**config.mk**
```make
export PLATFORM = sky130hd
export DESIGN_NAME = nibble_deserializer
export DESIGN_NICKNAME = d
export VERILOG_FILES = /design/src/rtl/nibble_deser_pkg.sv /design/src/rtl/nibble_deser_timer.sv /design/src/rtl/nibble_deserializer.sv
export SDC_FILE = /design/constraint.sdc
export NUM_CORES = 1
export LEC_CHECK = 0
export ABC_AREA = 1
export BUFFER_PORTS_ARGS = -buffer_cell sky130_fd_sc_hd__buf_4
export CAP_MARGIN = 0
export CORE_UTILIZATION = 51
export CTS_CLUSTER_SIZE = 40
export DETAILED_ROUTE_END_ITERATION = 10
export MAX_ROUTING_LAYER = met4
export PLACE_DENSITY = 0.73
export SYNTH_ARGS = -nofsm -noshare
export SYNTH_HDL_FRONTEND = slang
export SYNTH_SLANG_ARGS = --single-unit
```
**constraint.sdc**
```tcl
create_clock -name CLK -period 1.3 [get_ports CLK]
set_input_delay 0.065 -clock CLK [delete_from_list [all_inputs] [get_ports CLK]]
set_output_delay 0.065 -clock CLK [all_outputs]
set_load 0.005 [all_outputs]
```
**src/rtl/nibble_deser_pkg.sv**
```systemverilog
// Shared types for the nibble deserializer.
// NIBBLE_DESER_PARITY_EN adds the PARITY state and the even-parity helper.
package nibble_deser_pkg;

  localparam int NIBBLE_W = 4;

  typedef logic [NIBBLE_W-1:0] nibble_t;

`ifdef NIBBLE_DESER_PARITY_EN
  typedef enum logic [1:0] {
    ST_IDLE   = 2'd0,
    ST_SHIFT  = 2'd1,
    ST_PARITY = 2'd2,
    ST_LOAD   = 2'd3
  } state_t;

  // True when data plus parity bit holds an even number of ones.
  function automatic logic parity_ok(input nibble_t data, input logic pbit);
    return ~(^{data, pbit});
  endfunction
`else
  typedef enum logic [1:0] {
    ST_IDLE  = 2'd0,
    ST_SHIFT = 2'd1,
    ST_LOAD  = 2'd3
  } state_t;
`endif

endpackage

```
**src/rtl/nibble_deser_timer.sv**
```systemverilog
// Inactivity timer: down-counter reloaded on clear, decremented on run;
// expired flags the cycle that would be the TIMEOUT_CYCLES-th consecutive run.
module nibble_deser_timer #(
  parameter int unsigned TIMEOUT_CYCLES = 8
) (
  input  logic CLK,
  input  logic RESET,
  input  logic clear,
  input  logic run,
  output logic expired
);

  localparam logic [7:0] RELOAD = 8'(TIMEOUT_CYCLES);

  // Holding RELOAD means no idle cycles have been counted yet.
  logic [7:0] remain;

  always_ff @(posedge CLK or posedge RESET) begin
    if (RESET) begin
      remain <= RELOAD;
    end else if (clear) begin
      remain <= RELOAD;
    end else if (run && (remain != 8'd0)) begin
      remain <= remain - 8'd1;
    end
  end

  assign expired = run && (remain == 8'd1);

endmodule

```
**src/rtl/nibble_deserializer.sv**
```systemverilog
// Serial-to-nibble deserializer with START framing, inactivity timeout and
// registered outputs. Optional parity frame bit under NIBBLE_DESER_PARITY_EN.
//
// state     | meaning
// ----------+-----------------------------------------------------------
// ST_IDLE   | waiting for START with SIN_VALID
// ST_SHIFT  | collecting data bits 2..4, watching for timeout/restart
// ST_PARITY | collecting the even-parity bit (NIBBLE_DESER_PARITY_EN)
// ST_LOAD   | LOAD_EN cycle; a START here opens the next frame directly
module nibble_deserializer
  import nibble_deser_pkg::*;
#(
  parameter int unsigned MSB_FIRST      = 1,
  parameter int unsigned TIMEOUT_CYCLES = 8
) (
  input  logic                CLK,
  input  logic                RESET,
  input  logic                SIN,
  input  logic                SIN_VALID,
  input  logic                START,
  output logic [NIBBLE_W-1:0] D_OUT,
  output logic                LOAD_EN,
  output logic                BUSY,
  output logic                FRAME_ERR
);

  state_t     state, state_n;
  logic [2:0] bit_cnt, bit_cnt_n;
  nibble_t    shreg, shreg_n, shifted, first_bit;
  nibble_t    d_out_n;
  logic       load_en_n, busy_n, frame_err_n;
  logic       frame_start;
  logic       tmr_run, tmr_clear, tmr_expired;

  function automatic nibble_t shift_in(input nibble_t cur, input logic b);
    if (MSB_FIRST != 0) return {cur[NIBBLE_W-2:0], b};
    else                return {b, cur[NIBBLE_W-1:1]};
  endfunction

  assign frame_start = START && SIN_VALID;
  assign shifted     = shift_in(shreg, SIN);
  assign first_bit   = shift_in('0, SIN);
  assign tmr_clear   = ~tmr_run;

  nibble_deser_timer #(
    .TIMEOUT_CYCLES (TIMEOUT_CYCLES)
  ) u_timer (
    .CLK     (CLK),
    .RESET   (RESET),
    .clear   (tmr_clear),
    .run     (tmr_run),
    .expired (tmr_expired)
  );

  always_ff @(posedge CLK or posedge RESET) begin
    if (RESET) begin
      state     <= ST_IDLE;
      bit_cnt   <= '0;
      shreg     <= '0;
      D_OUT     <= '0;
      LOAD_EN   <= 1'b0;
      BUSY      <= 1'b0;
      FRAME_ERR <= 1'b0;
    end else begin
      state     <= state_n;
      bit_cnt   <= bit_cnt_n;
      shreg     <= shreg_n;
      D_OUT     <= d_out_n;
      LOAD_EN   <= load_en_n;
      BUSY      <= busy_n;
      FRAME_ERR <= frame_err_n;
    end
  end

  always_comb begin
    state_n     = state;
    bit_cnt_n   = bit_cnt;
    shreg_n     = shreg;
    d_out_n     = D_OUT;
    load_en_n   = 1'b0;
    frame_err_n = 1'b0;
    tmr_run     = 1'b0;

    case (state)
      ST_SHIFT: begin
        if (frame_start) begin
          shreg_n   = first_bit;
          bit_cnt_n = 3'd1;
        end else if (SIN_VALID) begin
          shreg_n   = shifted;
          bit_cnt_n = bit_cnt + 3'd1;
          if (bit_cnt == 3'(NIBBLE_W - 1)) begin
`ifdef NIBBLE_DESER_PARITY_EN
            state_n   = ST_PARITY;
`else
            state_n   = ST_LOAD;
            load_en_n = 1'b1;
            d_out_n   = shifted;
            bit_cnt_n = 3'd0;
`endif
          end
        end else begin
          tmr_run = 1'b1;
          if (tmr_expired) begin
            state_n     = ST_IDLE;
            frame_err_n = 1'b1;
            bit_cnt_n   = 3'd0;
          end
        end
      end

`ifdef NIBBLE_DESER_PARITY_EN
      ST_PARITY: begin
        if (frame_start) begin
          state_n   = ST_SHIFT;
          shreg_n   = first_bit;
          bit_cnt_n = 3'd1;
        end else if (SIN_VALID) begin
          bit_cnt_n = 3'd0;
          if (parity_ok(shreg, SIN)) begin
            state_n   = ST_LOAD;
            load_en_n = 1'b1;
            d_out_n   = shreg;
          end else begin
            state_n     = ST_IDLE;
            frame_err_n = 1'b1;
          end
        end else begin
          tmr_run = 1'b1;
          if (tmr_expired) begin
            state_n     = ST_IDLE;
            frame_err_n = 1'b1;
            bit_cnt_n   = 3'd0;
          end
        end
      end
`endif

      // IDLE and LOAD behave alike: LOAD lasts one cycle and may start a frame.
      default: begin
        state_n   = ST_IDLE;
        bit_cnt_n = 3'd0;
        if (frame_start) begin
          state_n   = ST_SHIFT;
          shreg_n   = first_bit;
          bit_cnt_n = 3'd1;
        end
      end
    endcase

`ifdef NIBBLE_DESER_PARITY_EN
    busy_n = (state_n == ST_SHIFT) || (state_n == ST_PARITY);
`else
    busy_n = (state_n == ST_SHIFT);
`endif
  end

endmodule

```
# After elaboration in Yosys (flattened, before gate mapping)
# Cells that the tools add are included.
# op_classes
add_sub_neg	2
n_eq_ne	6
mux	29
n_bitwise	1
reduce_logical	8
# ops
op	count
3-bit 2-to-1 mux	9
8-bit 2-to-1 mux	2
1-bit 2-to-1 mux	13
2-bit 2-to-1 mux	5
8-bit by 1-bit equality test with 1-bit output, second input constant	1
8-bit nonzero test	1
8-bit by 1-bit subtractor with 8-bit output, second input constant	1
2-bit by 1-bit equality test with 1-bit output, second input constant	2
4-bit != test, second input constant	1
4-bit AND reduction	1
2-bit nonzero test	2
3-bit by 1-bit adder with 3-bit output, second input constant	1
3-bit by 2-bit equality test with 1-bit output, second input constant	1
1-bit logical AND	3
2-bit != test, second input constant	1
2-bit AND reduction	1
1-bit NOT	1
# totals
ff_bits	23
inputBits	5
output_inout_bits	7
wordCells	54

# Longest topological paths before layout
# Gate-level depths: netlist of run 1.
# depth
depth_word	9
depth_mapped	7

# By module
# A second synthesis of run 1 with hierarchy kept.
# hier_totals
cells_unflattened	154
hier_area_um2	1244.9
# by_module_without_submodules
mod	n_inst	cells_per_inst	area_each_um2	seq_area_each_um2
nibble_deserializer	1	80	725.7	375.4
nibble_deser_timer	1	74	519.2	201.4

# Least setup slack after synthesis of run 1
# No wires, ideal clock.
# synth_timing
kind	reg2reg
start	reg u_timer.remain[0]
end	reg u_timer.remain[5]
setup_time_ps	127
arrival_time_ps	1090
required_time_ps	1173
setup_slack_ps	83
path_stages_with_launch	6
period_less_slack_ps	1217
cell_sequence	dfrtp_1 inv_1 ha_1 nand2_2 nor3_4 nor2_1
# synth_between
elab_chain_len	3
elab_cells_between_ends	6
cone_classes	add/sub: 1; eq/ne: 1; mux: 2; reduce/logical: 2
# synth_lines
element	line	text
from (decl)	nibble_deser_timer.sv:16	logic [7:0] remain;
from (signal assigned)	nibble_deser_timer.sv:24	remain <= remain - 8'd1;
8-bit by 1-bit subtractor with 8-bit output or 8-bit nonzero test (tied branches)	nibble_deser_timer.sv:24, nibble_deser_timer.sv:23	
8-bit 2-to-1 mux or 1-bit logical AND (tied branches)	nibble_deser_timer.sv:23	end else if (run && (remain != 8'd0)) begin
8-bit 2-to-1 mux or 2-bit != test (tied branches)	n/a	
# Several ways; a longest one is shown, not always the timed one. The select of a mux whose other input is x is not followed.
# A chain may end at the register's enable or synchronous reset.

# Worst setup path after layout of run 1
# layout_timing
start	reg u_timer.remain[2]
end	reg bit_cnt[0]
# layout_between
elab_chain_len	3
# layout_lines
element	line	text
8-bit by 1-bit equality test with 1-bit output	nibble_deser_timer.sv:28	assign expired = run && (remain == 8'd1);
1-bit logical AND	nibble_deser_timer.sv:28	
4-bit != test (no line)	n/a	
to (signal assigned)	nibble_deserializer.sv:66	bit_cnt <= bit_cnt_n;
to (decl)	nibble_deserializer.sv:28	logic [2:0] bit_cnt, bit_cnt_n;
# Every way passes these cells.

==> results.py, run 1 <==
metrics = {
    "outcome": {
        "outcome": "finished, final reports clean",
    },
    "die": {
        "initial_utilization_pct": 56.4,
        "dieArea_um2": 2450,
        "die_x_um": 49.5,
        "boundaryPins": 12,
        "dieHeight_um": 49.5,
        "rows": 16,
        "core_area_um2": 2040,
    },
    "min_path": {
        "min_path_type": "primary input to flip-flop",
    },
    "finish": {
        "layout_common_cells": "32 x nand2_1, 21 x dfrtp_1, 18 x buf_4, 16 x inv_1, 13 x nand3_1",
        "multiInputGateArea_um2": 528,
        "seqCellArea_um2": 578,
        "area_growth_pct": 22.0,
        "n_antenna_cell": 0,
        "final_common_cell": "nand2_1",
        "final_util_pct": 68.8,
        "drive_gt1_share_pct": 28.3,
        "fin_nets": 169,
        "n_fill_cell": 174,
        "fin_cells": 186,
    },
    "timing": {
        "maxSlewViolCount": 0,
        "clock.fmax_ghz": 0.788,
        "whs_ps": 76.2,
        "finalCritPeriodShare_pct": 97.6,
        "rsz0062_at_grt": "true",
        "fin_crit_ps": 1270,
        "worst_pin_slew_ps": 288,
        "setup_violations": 0,
        "finalWorstSetupSlack_ps": 31.1,
        "finalHoldViolCount": 0,
        "slew_headroom_pct": 80.8,
        "clock_skew_ps": 6.41,
    },
    "synthesis": {
        "yosys.cell_types.count": 24,
        "synth_seq_cells": 23,
        "synth_edf_count": 0,
        "synth_nets": 144,
        "synth_ff_type": "dfrtp_1",
        "synthCells": 135,
        "synth_seq_area_share_pct": 50.1,
        "syn_area_um2": 1150,
        "async_reset_ff_share_pct": 100,
        "avgSynthCellArea_um2": 8.53,
        "yosys_warnings": 0,
    },
    "critical_path": {
        "worstPathArrival_ps": 1480,
        "start_kind": "flip-flop",
        "cpMostUsedCell": "nand2_1",
        "slowest_delay_ps": 470,
        "crit_slowest_cell": "dfrtp_2",
        "worstPathMaxFanout": 6,
        "worstPathRequired_ps": 1510,
        "crit_buf_inv": 0,
        "path_cells": "nor2_4 > nand2_1 > or2_4 > nand3_1 > nand2_1",
        "crit_type": "flip-flop to flip-flop",
        "endpoint_kind": "flip-flop",
        "cp_top_family": "simple AND/OR/NAND/NOR gates",
    },
    "clock_network": {
        "cts_root_buf": "clkbuf_4",
        "cts_num_sinks": 23,
        "htree_levels": 1,
        "cts_buffers": 3,
        "clk-insertion-delay-late_ps": 300,
        "clk_pin_slew_ps": 130,
        "cts_tree": "done",
        "cts.path.max_buffers": 2,
    },
    "detailed_routing": {
        "dr.max_layer_used": "met4",
        "met1Wirelength_um": 1050,
        "drt_iter0_drc": 24,
        "wl_met2_um": 1120,
        "drc_errors": 0,
        "vias_per_cell": 4.92,
        "vias": 915,
        "met3WireLength_um": 32,
        "ant_nets": 0,
        "first_pass_iters": 4,
        "routedWlPerCell_um": 12.0,
        "drt_wl_total_um": 2230,
    },
    "placed_design": {
        "dp_hpwl_um": 1600,
        "portBuffers": 11,
        "pre_cts_slack_ps": 7.98,
        "gp_congestion": 0.847,
        "dp_cells": 178,
    },
    "pwr": {
        "vdd_drop_max_uv": 1260,
        "p_total_mw": 2.61,
        "power.leakage_nw": 0.727,
        "powerDensity_nw_per_um2": 1860,
    },
    "grt": {
        "grt_max_degree": 24,
        "grt_pass1_wl_um": 3770,
        "grtUsageTotal_pct": 21.2,
        "antenna_found_initial": 0,
        "grt_pass1_vias": 869,
        "overflow": 0,
    },
    "flow_run": {
        "cap_violations": 0,
    },
}
## cell type report
type | instances | share of cell area (%)
clock buffer | 3 | 1.60
tap | 27 | 2.41
clock inverter | 1 | 0.357
multi-input combinational | 91 | 37.6
sequential | 23 | 41.2
inverter | 21 | 5.79
timing repair buffer | 20 | 11.1
## kinds of logic after synthesis
kind of cell | after synthesis | synth area share [%]
flip-flops | 23 | 50.1
AND/OR/NAND/NOR | 75 | 32.7
adder cells (fa/ha/maj) | 4 | 4.35
buffers and inverters | 21 | 7.07
XOR/XNOR | 1 | 0.761
AO/OA/AOI/OAI | 11 | 5.00
## per-layer routing
layer | vias to the layer above | global-route usage (%)
li1 | 473 | -
met1 | 434 | 26.4
met2 | 6 | 36.3
met3 | 2 | 1.85
met4 | 0 | 7.14
met5 | - | -
## sequential cells by signal (all words and copies together) (netlist names)
| signal | count |
|---|---|
| BUSY | 1 |
| D_OUT | 4 |
| FRAME_ERR | 1 |
| LOAD_EN | 1 |
| bit_cnt | 3 |
| shreg | 3 |
| state | 2 |
| u_timer.remain | 8 |
## report_power, final
part / switching (mW) / total [mW] / internal (mW)
Combinational: 0.706 / 1.22 / 0.519
Clock: 0.205 / 0.320 / 0.114
Sequential: 0.149 / 1.07 / 0.921
## Yosys cell counts, types with 3 or more instances
cell type,number,area [um2]
nor2_1,14,52.6
ha_1,4,50.1
inv_1,18,67.6
nand2_1,33,124
dfrtp_1,22,551
o21ai_0,4,20.0
nand3_1,13,65.1
nand2_2,3,18.8
o21ai_1,4,20.0
## final timing paths
check | start | to | slack, ps | cells after the start
worst max-delay path | u_timer.remain[2] | bit_cnt[0] | 30 | 5
worst min-delay path | START | LOAD_EN | 80 | 3
worst max register to register | u_timer.remain[2] | bit_cnt[0] | 30 | 5
worst min register to register | D_OUT[0] | D_OUT[0] | 490 | 2
max in group asynchronous | RESET | u_timer.remain[3] | 680 | 4
min in group asynchronous | RESET | u_timer.remain[0] | 340 | 4
## worst reg2reg max path: stages, from the launching register on
cell and delay (ps):
dfrtp_2 470, nor2_4 200, nand2_1 110, or2_4 270, nand3_1 80, nand2_1 50
## timing repair
action / in CTS / in global routing
gates resized for setup: 2 / 10
endpoints found under the hold margin: 24 / 0
hold buffers: 2 / 0
pin swaps: 0 / 3
buffers inserted: 0 / 2
setup endpoints to repair: 2 / 15
## metrics by stage
| stage | TNS (ps) | instance area [um2] |
|---|---|---|
| floorplan | 0 | 1150 |
| global placement | 0 | 1310 |
| detailed placement | 0 | 1310 |
| CTS | 0 | 1360 |
| global route | -68.1 | 1400 |
| finish | 0 | 1400 |
Power figures use the tool's default switching activity.
==> inputs of run 2 (changes only) <==
--- a/config.mk
+++ b/config.mk
@@ -15,4 +15,5 @@
 export PLACE_DENSITY = 0.73
 export SYNTH_ARGS = -nofsm -noshare
 export SYNTH_HDL_FRONTEND = slang
+export SYNTH_HIERARCHICAL = 1
 export SYNTH_SLANG_ARGS = --single-unit
==> run 2 against run 1 <==
Effect of this change:
- setup slack got worse by 34 ps
- the run now ends with negative setup slack left
- final cell count rose by 10%
- area after synthesis rose by 8.2%
- critical endpoint is now state[0]
- register-to-register slack got worse by 30 ps
- sequential power barely moved
- clock-buffer cell count rose by 1
- die area rose by 7.8%
- core utilization fell by 0.83 points
- clock skew fell by 1.0 ps
- first-iteration DRC count rose by 29%
- non-clock buffer count rose by 1
==> results.py, run 2 <==
metrics = {
    "detailed_routing": {
        "routedWlPerCell_um": 12.0,
        "vias_per_cell": 5.07,
        "vias": 1040,
        "first_pass_iters": 4,
        "drc_errors": 0,
        "drt_wl_total_um": 2460,
        "drt_iter0_drc": 31,
        "ant_nets": 0,
    },
    "synthesis": {
        "synthMostInstantiatedCell": "nand2_1",
        "syn_area_um2": 1240,
        "synth.area.top_cells": "dfrtp_1 44%, nand2_1 14%, inv_1 6.6%",
        "synth_nets": 163,
        "synth_top_cell_by_area": "dfrtp_1",
        "async_reset_ff_share_pct": 100,
        "avgSynthCellArea_um2": 8.08,
        "synthCells": 154,
        "synth_seq_area_share_pct": 46.3,
        "synth_top_area_share_pct": 44.2,
        "synth_seq_cells": 23,
        "synth_edf_count": 0,
        "yosys_warnings": 6,
        "yosys-top-cells-count": "48 x nand2_1, 22 x dfrtp_1, 22 x inv_1",
        "yosys.cell_types.count": 23,
        "synth_ff_type": "dfrtp_1",
    },
    "grt": {
        "grt_pass1_vias": 906,
        "grt_max_degree": 16,
        "grtUsageTotal_pct": 21.1,
        "overflow": 0,
        "grt_pass1_wl_um": 3910,
        "antenna_found_initial": 0,
    },
    "placed_design": {
        "dp_hpwl_um": 1680,
        "pre_cts_slack_ps": -18.6,
        "gp_congestion": 0.912,
        "dp_cells": 195,
        "portBuffers": 11,
        "placed_area_um2": 1370,
    },
    "finish": {
        "layout_common_cells": "43 x nand2_1, 22 x dfrtp_1, 18 x buf_4, 17 x inv_1, 11 x nand4_1",
        "multiInputGateArea_um2": 624,
        "seqCellArea_um2": 577,
        "drive_gt1_share_pct": 32.2,
        "fin_cells": 205,
        "final_util_pct": 67.9,
        "n_antenna_cell": 0,
        "design_area_um2": 1530,
        "top_register": "u_timer/remain",
        "fin_nets": 187,
        "final_common_cell": "nand2_1",
        "reg_top3": "u_timer/remain (8), D_OUT (4)",
        "area_growth_pct": 23.0,
        "largest_register_ffs": 8,
        "n_fill_cell": 196,
    },
    "critical_path": {
        "reg2reg_to": "state[0]",
        "worstPathArrival_ps": 1520,
        "endpoint_kind": "flip-flop",
        "regToRegSetupSlack_ps": -3,
        "crit_type": "flip-flop to flip-flop",
        "crit_slowest_cell": "dfrtp_1",
        "slowest_delay_ps": 400,
        "worstPathMaxFanout": 3,
        "start_kind": "flip-flop",
        "path_cells": "inv_1 > nand2_2 > nor2_4 > nand3_2 > nor2_4 > nand3_2 > nand2_2 > inv_1",
        "worstPathRequired_ps": 1520,
        "r2r_start": "state[1]",
        "worst_r2r_path_depth": 8,
    },
    "outcome": {
        "outcome": "finished with violations",
        "violations": "negative setup slack",
    },
    "clock_network": {
        "clk_pin_slew_ps": 130,
        "cts_num_sinks": 23,
        "clk-insertion-delay-late_ps": 310,
        "cts_tree": "done",
        "cts_buffers": 3,
        "cts_root_buf": "clkbuf_4",
        "htree_levels": 1,
        "cts.path.max_buffers": 2,
    },
    "timing": {
        "rsz0062_at_grt": "true",
        "finalWorstSetupSlack_ps": -3.07,
        "fin_crit_ps": 1300,
        "maxSlewViolCount": 0,
        "setup_violations": 1,
        "slew_headroom_pct": 63.0,
        "finalCritPeriodShare_pct": 100,
        "setup-tns-final_ps": -3.07,
        "worst_pin_slew_ps": 555,
        "whs_ps": 69.5,
        "clock.fmax_ghz": 0.767,
        "finalHoldViolCount": 0,
        "clock_skew_ps": 5.37,
    },
    "die": {
        "boundaryPins": 12,
        "dieArea_um2": 2640,
        "initial_utilization_pct": 55.2,
        "dieHeight_um": 51.4,
        "core_area_um2": 2250,
        "rows": 17,
        "die_x_um": 51.4,
    },
    "pwr": {
        "p_seq_share_pct": 38.8,
        "power_switching_mw": 1.15,
        "power.internal_mw": 1.59,
        "vdd_drop_max_uv": 1100,
        "combPwrFrac_pct": 49.1,
        "clkPwrFrac_pct": 12.1,
        "p_total_mw": 2.74,
        "power.leakage_nw": 0.833,
        "powerDensity_nw_per_um2": 1790,
        "swShare_pct": 42.1,
    },
    "min_path": {
        "min_path_type": "primary input to flip-flop",
        "whs_path_depth": 3,
        "worstHoldStart": "START",
        "whs_endpoint": "bit_cnt[0]",
    },
    "flow_run": {
        "cap_violations": 0,
    },
}
-- run 2: changes by cell type after synthesis, sizes merged --
cell,change
or2,-1
xnor2,-1
o21bai,+1
nand3b,-1
clkinv,+1
inv,+4
a21oi,-1
nor3,-1
nand2,+12
o21ai,-4
nand4,+9
buf,+2
xor2,+1
o22ai,-2
-- run 2: power groups by stage --
stage,clock network [mW],registers (mW),logic [mW]
6_report,0.331,1.06,1.35
2_1_floorplan,0,1.04,0.761
3_5_place_dp,0,1.06,1.07
3_3_place_gp,0,1.06,1.03
5_1_grt,0.367,1.08,1.51
4_1_cts,0.340,1.05,1.15
-- run 2: cell type report --
type | count | area share [%]
Inverter | 26 | 6.70
Timing Repair Buffer | 21 | 10.9
Sequential cell | 23 | 37.7
Multi-Input combinational cell | 103 | 40.8
Clock buffer | 4 | 1.72
Tap cell | 28 | 2.29
-- run 2: cells by family after synthesis --
group                      synth area share, %
adders and majority gates                 4.02
and+or+nand+nor                           36.5
AOI/OAI and AO/OA                         2.51
buffers and inverters                     9.95
xor gates and xnor gates                 0.704
DFF                                       46.3
-- run 2: what timing repair did --
item | CTS | global route
endpoints found under the setup margin | 9 | 16
hold endpoints to repair | 23 | 0
resized for setup | 6 | 24
pin swaps | 2 | 8
hold buffers | 2 | 0
buffers inserted | 2 | 2
-- run 2: how the worst max path moves through the flow --
stage	from	endpoint	slack, ps	depth (start not counted)
floorplan	state[1]	u_timer/remain[7]	50	8
global placement	state[1]	u_timer/remain[0]	7	7
detailed placement	state[1]	state[0]	-20	8
CTS	u_timer/remain[5]	u_timer/remain[0]	-10	5
global route	state[1]	state[0]	-60	8
finish	state[1]	state[0]	-3	8
-- run 2: worst max-delay path, delay by kind of cell (launching register included) --
family,cells,cell delay (ps)
AND/OR/NAND/NOR,6,710
flip-flops,1,400
buffers and inverters,2,120
-- run 2: layer usage --
layer  part of all wire [%]  vias to the layer above  GRT usage, %
met3                    3.4                        2          2.68
met2                     46                       23          29.9
met5                      0                        -             -
met1                     50                      484          30.2
li1                       -                      531             -
met4                   0.73                        0          9.46
==> inputs of run 3 (changes only) <==
--- a/config.mk
+++ b/config.mk
@@ -8,11 +8,11 @@
 export ABC_AREA = 1
 export BUFFER_PORTS_ARGS = -buffer_cell sky130_fd_sc_hd__buf_4
 export CAP_MARGIN = 0
-export CORE_UTILIZATION = 51
+export CORE_UTILIZATION = 40
 export CTS_CLUSTER_SIZE = 40
 export DETAILED_ROUTE_END_ITERATION = 10
 export MAX_ROUTING_LAYER = met4
-export PLACE_DENSITY = 0.73
+export SKIP_CTS_REPAIR_TIMING = 1
 export SYNTH_ARGS = -nofsm -noshare
 export SYNTH_HDL_FRONTEND = slang
 export SYNTH_HIERARCHICAL = 1
==> run 3 against run 2 <==
Effect of this change:
- the run ends with negative hold slack left
- setup slack better by 18 ps
- maximum frequency increased by 1.4%
- die area is 26% higher
- core utilization fell by 10 points
- clock-buffer cell count down 1
- critical endpoint is now BUSY
- highest routed layer unchanged
==> results.py, run 3 (synthesis results as in run 2) <==
metrics = {
    "pwr": {
        "power.internal_mw": 1.81,
        "p_seq_share_pct": 34.4,
        "power_switching_mw": 1.24,
        "swShare_pct": 40.6,
        "combPwrFrac_pct": 54.5,
        "powerDensity_nw_per_um2": 1850,
        "vdd_drop_max_uv": 893,
        "clkPwrFrac_pct": 11.0,
        "power.leakage_nw": 0.899,
    },
    "timing": {
        "rsz0062_at_grt": "true",
        "slew_headroom_pct": 61.2,
        "setup_violations": 0,
        "finalHoldViolCount": 1,
        "clock.fmax_ghz": 0.778,
        "maxSlewViolCount": 0,
        "finalCritPeriodShare_pct": 98.9,
        "worst_pin_slew_ps": 581,
        "whs_ps": -3.98,
        "fin_crit_ps": 1290,
        "clock_skew_ps": 4.91,
        "finalWorstSetupSlack_ps": 14.7,
    },
    "critical_path": {
        "start_kind": "flip-flop",
        "reg2reg_to": "BUSY",
        "worst_r2r_path_depth": 8,
        "r2r_start": "state[1]",
        "crit_type": "flip-flop to flip-flop",
        "endpoint_kind": "flip-flop",
        "worstPathArrival_ps": 1510,
        "worstPathMaxFanout": 3,
        "worstPathRequired_ps": 1530,
        "regToRegSetupSlack_ps": 10,
    },
    "finish": {
        "area_growth_pct": 32.3,
        "fin_nets": 196,
        "layout_common_cells": "42 x nand2_1, 25 x buf_4, 22 x dfrtp_1, 16 x inv_1, 11 x nand4_1",
        "n_antenna_cell": 0,
        "design_area_um2": 1650,
        "final_util_pct": 57.7,
        "reg_top3": "u_timer/remain (8), D_OUT (4)",
        "drive_gt1_share_pct": 38.2,
        "final_common_cell": "nand2_1",
        "top_register": "u_timer/remain",
        "largest_register_ffs": 8,
    },
    "clock_network": {
        "htree_levels": 1,
        "cts.path.max_buffers": 2,
        "cts_num_sinks": 23,
        "cts_root_buf": "clkbuf_4",
        "clk-insertion-delay-late_ps": 310,
        "cts_buffers": 3,
        "clk_pin_slew_ps": 130,
        "cts_tree": "done",
    },
    "detailed_routing": {
        "drc_errors": 0,
        "first_pass_iters": 4,
        "ant_nets": 0,
        "drt_wl_total_um": 2650,
        "routedWlPerCell_um": 12.2,
        "vias": 1066,
        "vias_per_cell": 4.91,
        "drt_iter0_drc": 55,
    },
    "die": {
        "boundaryPins": 12,
        "initial_utilization_pct": 43.6,
        "core_area_um2": 2850,
        "rows": 19,
        "dieHeight_um": 57.8,
        "dieArea_um2": 3340,
        "die_x_um": 57.8,
    },
    "grt": {
        "grt_pass1_wl_um": 4410,
        "overflow": 0,
        "antenna_found_initial": 0,
        "grtUsageTotal_pct": 17.9,
        "grt_max_degree": 16,
        "grt_pass1_vias": 1040,
    },
    "outcome": {
        "outcome": "finished with violations",
        "violations": "negative hold slack",
    },
    "placed_design": {
        "portBuffers": 11,
        "gp_congestion": 0.859,
        "dp_hpwl_um": 1920,
        "pre_cts_slack_ps": -58.3,
        "placed_area_um2": 1430,
    },
    "min_path": {
        "worstHoldStart": "SIN",
        "whs_path_depth": 3,
        "min_path_type": "primary input to flip-flop",
        "whs_endpoint": "shreg[0]",
    },
    "flow_run": {
        "cap_violations": 0,
    },
}
-- run 3: worst max path at each step --
stage	startpoint	to	slack [ps]	cells past startpoint
after CTS	state[1]	state[0]	-60	8
after detailed placement	state[1]	state[0]	-60	8
after floorplan	state[1]	u_timer/remain[7]	50	8
after global placement	state[1]	state[0]	-20	8
after global routing	state[1]	BUSY	-60	8
final	state[1]	BUSY	10	8
-- run 3: metal layers --
layer,wire (um),global-route usage [%],vias up
li1,-,-,548
met1,1240,21.9,498
met2,1300,29.1,16
met3,77,4.69,4
met4,34,5.44,0
met5,0,-,-
-- run 3: power by group through the flow --
stage	logic (mW)	clock network (mW)	registers (mW)
after global routing	1.84	0.378	1.07
after floorplan	0.761	0	1.04
after global placement	1.18	0	1.04
after detailed placement	1.21	0	1.05
after CTS	1.22	0.347	1.04
final	1.66	0.336	1.05
-- run 3: final cells by class --
type,instances,area (um2)
tap,31,38.8
sequential,23,577
fill,263,1210
multi-input combinational,103,641
inverter,26,103
clock buffer,3,22.5
timing repair buffer,30,260
clock inverter,1,5.00
-- run 3: worst max-delay path, stage by stage, from the launching register on --
cell,delay [ps]
dfrtp_1,400
inv_1,60
nand2_2,80
nor2_4,140
nand3_2,110
nor2_4,150
nand3_2,110
nand2_2,100
nor2_2,40
-- run 3: stage by stage --
stage / total power [mW] / instances / hold WS [ps] / setup TNS (ps)
floorplan: 1.80 / 154 / -120 / 0
global placement: 2.22 / 206 / 43.9 / -30.4
detailed placement: 2.26 / 206 / 48.5 / -268
CTS: 2.61 / 210 / -311 / -368
global route: 3.29 / 217 / 26.9 / -336
finish: 3.05 / 217 / -3.98 / 0
